**config.mk**
```make
export PLATFORM = sky130hd
export DESIGN_NAME = tri_vertex_driver
export DESIGN_NICKNAME = d
export VERILOG_FILES = /design/src/rtl/tri_pkg.sv /design/src/rtl/tri_vertex_rom.sv /design/src/rtl/tri_vertex_driver.sv
export SDC_FILE = /design/constraint.sdc
export NUM_CORES = 1
export LEC_CHECK = 0
export ABC_AREA = 1
export CORE_ASPECT_RATIO = 0.6
export CORE_MARGIN = 5
export CORE_UTILIZATION = 53
export CTS_CLUSTER_SIZE = 28
export DETAILED_ROUTE_END_ITERATION = 16
export DONT_BUFFER_PORTS = 1
export GPL_TIMING_DRIVEN = 1
export MAX_ROUTING_LAYER = met4
export PLACE_DENSITY = 0.68
export SYNTH_ARGS = -nofsm -noshare
export SYNTH_HDL_FRONTEND = slang
export SYNTH_SLANG_ARGS = --single-unit
```
**constraint.sdc**
```tcl
create_clock -name clk_i -period 3.9 [get_ports clk_i]
set_clock_uncertainty 0.15 [all_clocks]
set_input_delay 0.78 -clock clk_i [delete_from_list [all_inputs] [get_ports clk_i]]
set_output_delay 0.78 -clock clk_i [all_outputs]
set_load 0.02 [all_outputs]
```
**src/rtl/tri_pkg.sv**
```systemverilog
// Shared constants for the triangle vertex driver: coordinate width, FSM states and
// the fixed vertex table replayed into the rasterizer.
package tri_pkg;

    localparam int CW      = 3;
    localparam int IDX_W   = 4;
    localparam int MAX_TRI = 16;

    typedef enum logic [3:0] {
        ST_IDLE,
        ST_WAIT_RDY,
        ST_V1,
        ST_V2,
        ST_V3,
        ST_WAIT_BUSY,
        ST_COLLECT,
        ST_NEXT,
        ST_DONE
    } state_e;

    // Returns {x, y} of vertex b (0..2) of triangle t; entries past 3 are a filler pattern.
    function automatic logic [2*CW-1:0] vertex_xy(input logic [IDX_W-1:0] t,
                                                  input logic [1:0]       b);
        logic [2*CW-1:0] xy;
        case ({t, b})
            {4'd0, 2'd0}: xy = {3'd1, 3'd2};
            {4'd0, 2'd1}: xy = {3'd6, 3'd2};
            {4'd0, 2'd2}: xy = {3'd3, 3'd6};
            {4'd1, 2'd0}: xy = {3'd0, 3'd0};
            {4'd1, 2'd1}: xy = {3'd7, 3'd0};
            {4'd1, 2'd2}: xy = {3'd0, 3'd7};
            {4'd2, 2'd0}: xy = {3'd2, 3'd5};
            {4'd2, 2'd1}: xy = {3'd5, 3'd5};
            {4'd2, 2'd2}: xy = {3'd4, 3'd1};
            {4'd3, 2'd0}: xy = {3'd7, 3'd7};
            {4'd3, 2'd1}: xy = {3'd0, 3'd4};
            {4'd3, 2'd2}: xy = {3'd4, 3'd0};
            default:      xy = {t[2:0], t[2:0] ^ {1'b0, b}};
        endcase
        return xy;
    endfunction

endpackage

```
**src/rtl/tri_vertex_rom.sv**
```systemverilog
// Combinational vertex lookup: (triangle index, beat) -> (x, y). Beat 3 reads as zero.
module tri_vertex_rom
    import tri_pkg::*;
(
    input  logic [IDX_W-1:0] tri_idx_i,
    input  logic [1:0]       beat_i,
    output logic [CW-1:0]    x_o,
    output logic [CW-1:0]    y_o
);

    always_comb begin
        {x_o, y_o} = '0;
        if (beat_i != 2'd3) begin
            {x_o, y_o} = vertex_xy(tri_idx_i, beat_i);
        end
    end

endmodule

```
**src/rtl/tri_vertex_driver.sv**
```systemverilog
// Replays the vertex table into the rasterizer (nt + three vertex beats per triangle)
// and counts/latches the returned point stream. All outputs are registered.
module tri_vertex_driver
    import tri_pkg::*;
#(
    parameter int NUM_TRI  = 4,
    parameter int CNT_W    = 8,
    parameter int BUSY_TMO = 15
) (
    input  logic             clk_i,
    input  logic             rst_ni,
    input  logic             start_i,
    input  logic             busy_i,
    input  logic             po_i,
    input  logic [CW-1:0]    xi_pt_i,
    input  logic [CW-1:0]    yi_pt_i,
    output logic             nt_o,
    output logic [CW-1:0]    xo_o,
    output logic [CW-1:0]    yo_o,
    output logic [IDX_W-1:0] tri_idx_o,
    output logic [CNT_W-1:0] pt_count_o,
    output logic [CW-1:0]    last_x_o,
    output logic [CW-1:0]    last_y_o,
    output logic             done_o,
    output logic             err_o
);

    localparam int               TMO_W    = $clog2(BUSY_TMO + 1);
    localparam logic [IDX_W-1:0] LAST_IDX = IDX_W'(NUM_TRI - 1);
    localparam logic [TMO_W-1:0] TMO_LAST = TMO_W'(BUSY_TMO - 1);

    state_e             state_q;
    logic [TMO_W-1:0]   tmo_q;
    logic               nt_q;
    logic [CW-1:0]      xo_q;
    logic [CW-1:0]      yo_q;
    logic [IDX_W-1:0]   tri_idx_q;
    logic [CNT_W-1:0]   pt_count_q;
    logic [CNT_W-1:0]   pt_count_d;
    logic [CW-1:0]      last_x_q;
    logic [CW-1:0]      last_y_q;
    logic               done_q;
    logic               err_q;
    logic [1:0]         beat;
    logic [CW-1:0]      rom_x;
    logic [CW-1:0]      rom_y;
    logic               po_ok;

    // The ROM is addressed one beat ahead so each vertex lands in xo/yo as the state enters it.
    always_comb begin
        beat = 2'd0;
        case (state_q)
            ST_V1:   beat = 2'd1;
            ST_V2:   beat = 2'd2;
            default: beat = 2'd0;
        endcase
    end

    tri_vertex_rom u_rom (
        .tri_idx_i (tri_idx_q),
        .beat_i    (beat),
        .x_o       (rom_x),
        .y_o       (rom_y)
    );

    assign po_ok      = (state_q == ST_WAIT_BUSY) || (state_q == ST_COLLECT);
    assign pt_count_d = (&pt_count_q) ? pt_count_q : pt_count_q + 1'b1;

    always_ff @(posedge clk_i or negedge rst_ni) begin
        if (!rst_ni) begin
            state_q    <= ST_IDLE;
            tmo_q      <= '0;
            nt_q       <= 1'b0;
            xo_q       <= '0;
            yo_q       <= '0;
            tri_idx_q  <= '0;
            pt_count_q <= '0;
            last_x_q   <= '0;
            last_y_q   <= '0;
            done_q     <= 1'b0;
            err_q      <= 1'b0;
        end else begin
            nt_q <= 1'b0;
            if (po_i) begin
                if (po_ok) begin
                    pt_count_q <= pt_count_d;
                    last_x_q   <= xi_pt_i;
                    last_y_q   <= yi_pt_i;
                end else begin
                    err_q <= 1'b1;
                end
            end
            case (state_q)
                ST_IDLE, ST_DONE: begin
                    if (start_i) begin
                        state_q   <= ST_WAIT_RDY;
                        tri_idx_q <= '0;
                        done_q    <= 1'b0;
                    end
                end
                ST_WAIT_RDY: begin
                    if (!busy_i) begin
                        state_q    <= ST_V1;
                        nt_q       <= 1'b1;
                        xo_q       <= rom_x;
                        yo_q       <= rom_y;
                        pt_count_q <= '0;
                    end
                end
                ST_V1: begin
                    state_q <= ST_V2;
                    xo_q    <= rom_x;
                    yo_q    <= rom_y;
                end
                ST_V2: begin
                    state_q <= ST_V3;
                    xo_q    <= rom_x;
                    yo_q    <= rom_y;
                end
                ST_V3: begin
                    state_q <= ST_WAIT_BUSY;
                    tmo_q   <= '0;
                end
                ST_WAIT_BUSY: begin
                    if (busy_i) begin
                        state_q <= ST_COLLECT;
                    end else if (tmo_q == TMO_LAST) begin
                        err_q   <= 1'b1;
                        state_q <= ST_NEXT;
                    end else begin
                        tmo_q <= tmo_q + 1'b1;
                    end
                end
                ST_COLLECT: begin
                    if (!busy_i) begin
                        state_q <= ST_NEXT;
                    end
                end
                ST_NEXT: begin
                    if (tri_idx_q == LAST_IDX) begin
                        state_q <= ST_DONE;
                        done_q  <= 1'b1;
                    end else begin
                        state_q   <= ST_WAIT_RDY;
                        tri_idx_q <= tri_idx_q + 1'b1;
                    end
                end
                default: state_q <= ST_IDLE;
            endcase
        end
    end

    assign nt_o       = nt_q;
    assign xo_o       = xo_q;
    assign yo_o       = yo_q;
    assign tri_idx_o  = tri_idx_q;
    assign pt_count_o = pt_count_q;
    assign last_x_o   = last_x_q;
    assign last_y_o   = last_y_q;
    assign done_o     = done_q;
    assign err_o      = err_q;

endmodule
```
== Word level (Yosys, flattened, before mapping) ==
Cells that the tools add are included.
Widths: inputs -> output; s select.

* Bits in registers: 35
* Bits of input ports: 11
* Output and inout bits: 27
* Logic and storage cells: 96

* $add $sub $neg: 3
* Equal/unequal tests: 30
* Mux-type cells: 36
* Bitwise operators: 1
* Reduce and logical (&&, ||, !) cells: 15

{| class="wikitable"
|+ Operators by type and width
! operator !! count
|-
| $pmux 6 s12 || 1
|-
| $mux 4 || 10
|-
| $mux 8 || 5
|-
| $eq 6x4->1 const B || 6
|-
| $pmux 4 s8 || 1
|-
| $eq 6x3->1 const B || 3
|-
| $eq 4x3->1 const B || 4
|-
| $ne 2x2->1 const B || 8
|-
| $pmux 4 s2 || 2
|-
| $eq 4x2->1 const B || 3
|-
| $mux 3 || 4
|-
| $pmux 3 s2 || 2
|-
| $mux 1 || 9
|-
| $reduce_and 3->1 || 3
|-
| $add 4x1->4 const B || 2
|-
| $add 8x1->8 const B || 1
|-
| $eq 4x4->1 const B || 2
|-
| $reduce_and 8->1 || 1
|-
| $eq 6x1->1 const B || 1
|-
| $eq 6x2->1 const B || 1
|-
| $logic_not 6->1 || 1
|-
| $reduce_bool 2->1 || 3
|-
| $eq 4x1->1 const B || 1
|-
| $logic_not 4->1 || 1
|-
| other kinds (8) || 10
|}

== Depth between registers and ports, before layout ==
* Word-level depth: 7
* Depth in mapped cells: 12
* Depth with buffers taken out: 11

== Modules after synthesis ==
From an unflattened synthesis, not the netlist that was laid out.

* Cell total of the unflattened synthesis: 318
* Area, all modules: 2302.2 um2

{| class="wikitable"
|+ By module, submodules not included
! module !! instances !! cells each !! area an instance (um2) !! sequential area each (um2)
|-
| tri_vertex_driver || 1 || 237 || 1854.3 || 875.8
|-
| tri_vertex_rom || 1 || 81 || 447.9 || 0.0
|}

== Worst setup path before layout ==
Ideal clock, no wire load.

* Path type: reg-to-reg
* Start point: register tri_idx_q[0], in the netlist tri_idx_o[0]
* End point: register yo_q[0], in the netlist yo_o[0]
* Setup time: 0.117 ns
* Arrival time: 1.531 ns
* Required time: 3.633 ns
* Path slack: 2.102 ns
* Cell stages (with the launch flop): 12
* Buffers on the path: 0
* Period minus slack after synthesis: 1.798 ns
* Cells stage by stage: dfrtp_1 inv_1 ha_1 inv_1 nor2_1 nand2_1 nand2_2 nor2_2 nand2_1 nand3_1 nand3_1 nand2_1

* Longest elaborated chain between the ends: 5
* Elaborated cells between the ends (all ways): 17
* Those cells by class: eq/ne (11); mux (4); bitwise (1); reduce/logical (1)

{| class="wikitable"
|+ Ends and longest elaborated chain
! item !! line !! source
|-
| start: declaration || tri_vertex_driver.sv:37 || <nowiki>logic [IDX_W-1:0] tri_idx_q;</nowiki>
|-
| start signal: assignment || tri_vertex_driver.sv:145 || <nowiki>tri_idx_q <= tri_idx_q + 1'b1;</nowiki>
|-
| $eq 6x4->1 (tied with other cells) || tri_pkg.sv:25 || <nowiki>case ({t, b})</nowiki>
|-
| $pmux 6 s12 (*) || tri_pkg.sv:25 ||
|-
| $mux 3 (*) || tri_vertex_rom.sv:13 || <nowiki>if (beat_i != 2'd3) begin</nowiki>
|-
| $mux 3 || tri_vertex_driver.sv:102 || <nowiki>if (!busy_i) begin</nowiki>
|-
| $pmux 3 s2 (*) || tri_vertex_driver.sv:93 || <nowiki>case (state_q)</nowiki>
|-
| end signal: assignment || tri_vertex_driver.sv:106 || <nowiki>yo_q <= rom_y;</nowiki>
|-
| end signal: assignment || tri_vertex_driver.sv:113 || <nowiki>yo_q <= rom_y;</nowiki>
|-
| end signal: assignment || tri_vertex_driver.sv:118 || <nowiki>yo_q <= rom_y;</nowiki>
|-
| end: declaration || tri_vertex_driver.sv:36 || <nowiki>logic [CW-1:0] yo_q;</nowiki>
|}

Every way passes the cells marked *; elsewhere a longest branch is shown, timed or not. The select of a mux whose other input is x is not followed.
A chain may end at the register's enable or synchronous reset.

== Worst setup path after layout ==
* Start point: register tri_idx_q[0], in the netlist tri_idx_o[0]
* End point: register yo_q[2], in the netlist yo_o[2]

* Longest elaborated chain between the ends: 5
* Elaborated cells between the ends (all ways): 16
* Those cells by class: eq/ne (11); mux (4); reduce/logical (1)

{| class="wikitable"
|+ Ends and longest elaborated chain
! item !! line
|-
| $eq 6x4->1 (tied with other cells) || tri_pkg.sv:25
|-
| $pmux 6 s12 (*) || tri_pkg.sv:25
|-
| $mux 3 (*) || tri_vertex_rom.sv:13
|-
| $mux 3 || tri_vertex_driver.sv:102
|-
| $pmux 3 s2 (*) || tri_vertex_driver.sv:93
|}

Marks and branches as above.

==> impl_metrics.ini <==
[synth]
yosys.area_share.simple_pct = 37.0
synth_top_cell_by_area = dfrtp_1
ys_async_sr_fraction_pct = 100
synth_fa_ha_area_share_pct = 4.00
synth_xor_area_share_pct = 2.40
synth_edf_count = 0
syn_avg_cell_area_um2 = 8.03
ys_ff_latch = 35
synth_top_area_share_pct = 40.0
synth_cell_types = 29
synth_nets = 291
synthCells = 273
ys.flop_type = dfrtp_1
synth_compound_area_share_pct = 9.76
ys_warn_count = 0
ys_seq_area_share_pct = 40.0
muxShareOfSynthArea_pct = 0
synth_top_family_by_area = simple AND/OR/NAND/NOR gates
syn_area_um2 = 2190
yosys-top-cells-area = dfrtp_1 (40%), nand2_1 (11%), nand3_1 (5.0%)

[worst_setup_path]
critical_path_arrival_ps = 2080
cp_common_cell = nand2_1
path_buf_inv = 2
path_cells = inv_1 > ha_1 > inv_1 > nor2_1 > nand2_1 > nand2_2 > nor2_2 > nand2_1 > nand3_1 > nand3_1 > nand2_1
critical_path.max_fanout = 6
critPathCaptureType = flop
cp.required_ps = 3940
crit_path_max_incr_delay_ps = 500
worstSetupPathType = flop to flop
start_kind = flop
slowest_stage = dfrtp_1
crit_family = simple AND/OR/NAND/NOR gates

[floorplanning]
row_count = 18
start_util_pct = 54.1
design.die.area_um2 = 5560
core_region_area_um2 = 4050
die_w_um = 93.0
io_pins = 38
die_height_um = 59.8

[cts]
clk_pin_slew_ps = 80
cts_root_buf = clkbuf_8
cts.sinks = 35
clock_path_buffers = 2
ctsHoldBuffers = 0
post_cts_resize_count = 0
cts_made_buffers = 5
cts_setup_buffers = 0
htreeDepth = 2
cts_tree = built
clk_latency_ps = 300

[finish]
areaGrowthSynthToFinish_pct = 6.79
final_common_cell = nand2_1
drive_above_1_share_pct = 21.1
antenna_cells = 0
layout.nets = 297
final_cell_mix = nand2_1 (65), dfrtp_1 (35), inv_1 (26)

[status]
status = complete, no violations

[route]
via_per_inst = 5.23
drt_first_iter_violations = 83
drt-pass1-iter-count = 4
drt_wl_total_um = 4570
avgRoutedWirePerCell_um = 13.8
drtAntennaViolNets = 0
drc_errors = 0
vias = 1725

[timing]
setup-tns-final_ps = 0
fin_crit_sh_pct = 52.5
timing.final.crit_period_ps = 2050
setup_violations = 0
rsz0062_at_grt = no
max_freq_mhz = 489
worst_pin_slew_ps = 537
slew_violations = 0
hold_violations = 0
holdWs_ps = 20.2
max-slew-margin-rel_pct = 64.1

[global_routing]
grt_antenna_before_repair = 0
grt_pass1_wl_um = 7620
grt_pass1_vias = 1616
grt_max_degree = 36
grt_util_all_layers_pct = 18.6
grt_overflow = 0

[min_path]
hold_class = primary input to asynchronous set/reset pin

[power_and_ir_drop]
irDropWorstVdd_uv = 430
p_leak_nw = 1.19
p_per_area_nw_per_um2 = 888

[placed_design]
numPortBuffers = 0
gp_congestion = 0.970
post-dp-hpwl_um = 3460

[flow_run]
cap_viol_max_count = 0
registers in the layout, summed over array words and instances (netlist names):
register / count
state_q: 4
err_o: 1
xo_o: 3
done_o: 1
nt_o: 1
yo_o: 3
pt_count_o: 8
last_x_o: 3
tri_idx_o: 4
last_y_o: 3
tmo_q: 4
per-stage QoR:
| step | std cells | instance area, µm² | utilization, % | total power, mW | setup slack, ps |
|---|---|---|---|---|---|
| after floorplan | 273 | 2190 | - | 1.61 | 2100 |
| after global routing | 330 | 2340 | 57.7 | 2.27 | 1650 |
| after global placement | 321 | 2230 | 55.1 | 1.79 | 1850 |
| final | 330 | 2340 | 57.7 | 2.08 | 1850 |
| after detailed placement | 321 | 2230 | 55.1 | 1.79 | 1870 |
| after CTS | 329 | 2330 | 57.5 | 2.09 | 1840 |
layer usage:
metal | part of all wire, % | vias up | global-route usage (%)
li1 | - | 891 | -
met2 | 39 | 56 | 24.6
met5 | 0 | - | -
met1 | 50 | 770 | 26.3
met4 | 1.6 | 0 | 6.89
met3 | 9.2 | 8 | 6.04
area by class of cell:
type,instances,area [µm²]
fillers,357,1710
well taps,50,62.6
inverters,34,129
flip-flops and latches,35,876
clock inverters,2,16.3
clock buffers,6,82.6
multi-input cells,202,1160
repair buffers,1,10.0
report_power, final:
group          internal [mW]  switching [mW]
sequential             0.495           0.272
combinational          0.351           0.675
clock                  0.144           0.143
total                  0.990            1.09
cells by family (layout without fill, tap and decap cells):
| group | after synthesis | count (layout) |
|---|---|---|
| AOI/OAI and AO/OA | 35 | 35 |
| xor gates and xnor gates | 6 | 6 |
| adders and majority gates | 7 | 7 |
| buffers and inverters | 36 | 43 |
| DFF | 35 | 35 |
| and+or+nand+nor | 154 | 154 |
final timing paths:
path | slack [ps] | endpoint | cells after the start | from
worst min register to register | 370 | tmo_q[3]$_DFFE_PN0P_ | 2 | tmo_q[3]$_DFFE_PN0P_
worst min-delay path | 20 | state_q[0]$_DFFE_PN0P_ | 0 | rst_ni
worst max register to register | 1850 | yo_o[2]$_DFFE_PN0P_ | 11 | tri_idx_o[0]$_DFFE_PN0P_
worst max-delay path | 1850 | yo_o[2]$_DFFE_PN0P_ | 11 | tri_idx_o[0]$_DFFE_PN0P_
min in group clk_i | 370 | tmo_q[3]$_DFFE_PN0P_ | 2 | tmo_q[3]$_DFFE_PN0P_
max in group asynchronous | 2500 | pt_count_o[4]$_DFF_PN0_ | 1 | rst_ni
Yosys cell counts, types with 2 or more instances:
library cell and n:
nor2_4 5, nor2_1 23, nand3_1 22, nand2_2 9, o21ai_1 6, a21oi_1 10
nand2_4 8, buf_6 2, ha_1 7, dfrtp_1 35, inv_2 7, inv_1 26
o21ai_2 4, o21ai_0 8, nor3_1 5, nand2_1 65, nor2_2 9, o22ai_1 2
xor2_1 5, nand3_2 6
worst reg2reg max path: cells and delay by family, from the launching register on:
kind | cells | cell delay, ps
adders and majority gates | 1 | 200
buffers and inverters | 2 | 250
DFF | 1 | 500
and+or+nand+nor | 8 | 820
No activity file was read; power rests on OpenSTA's default activity.
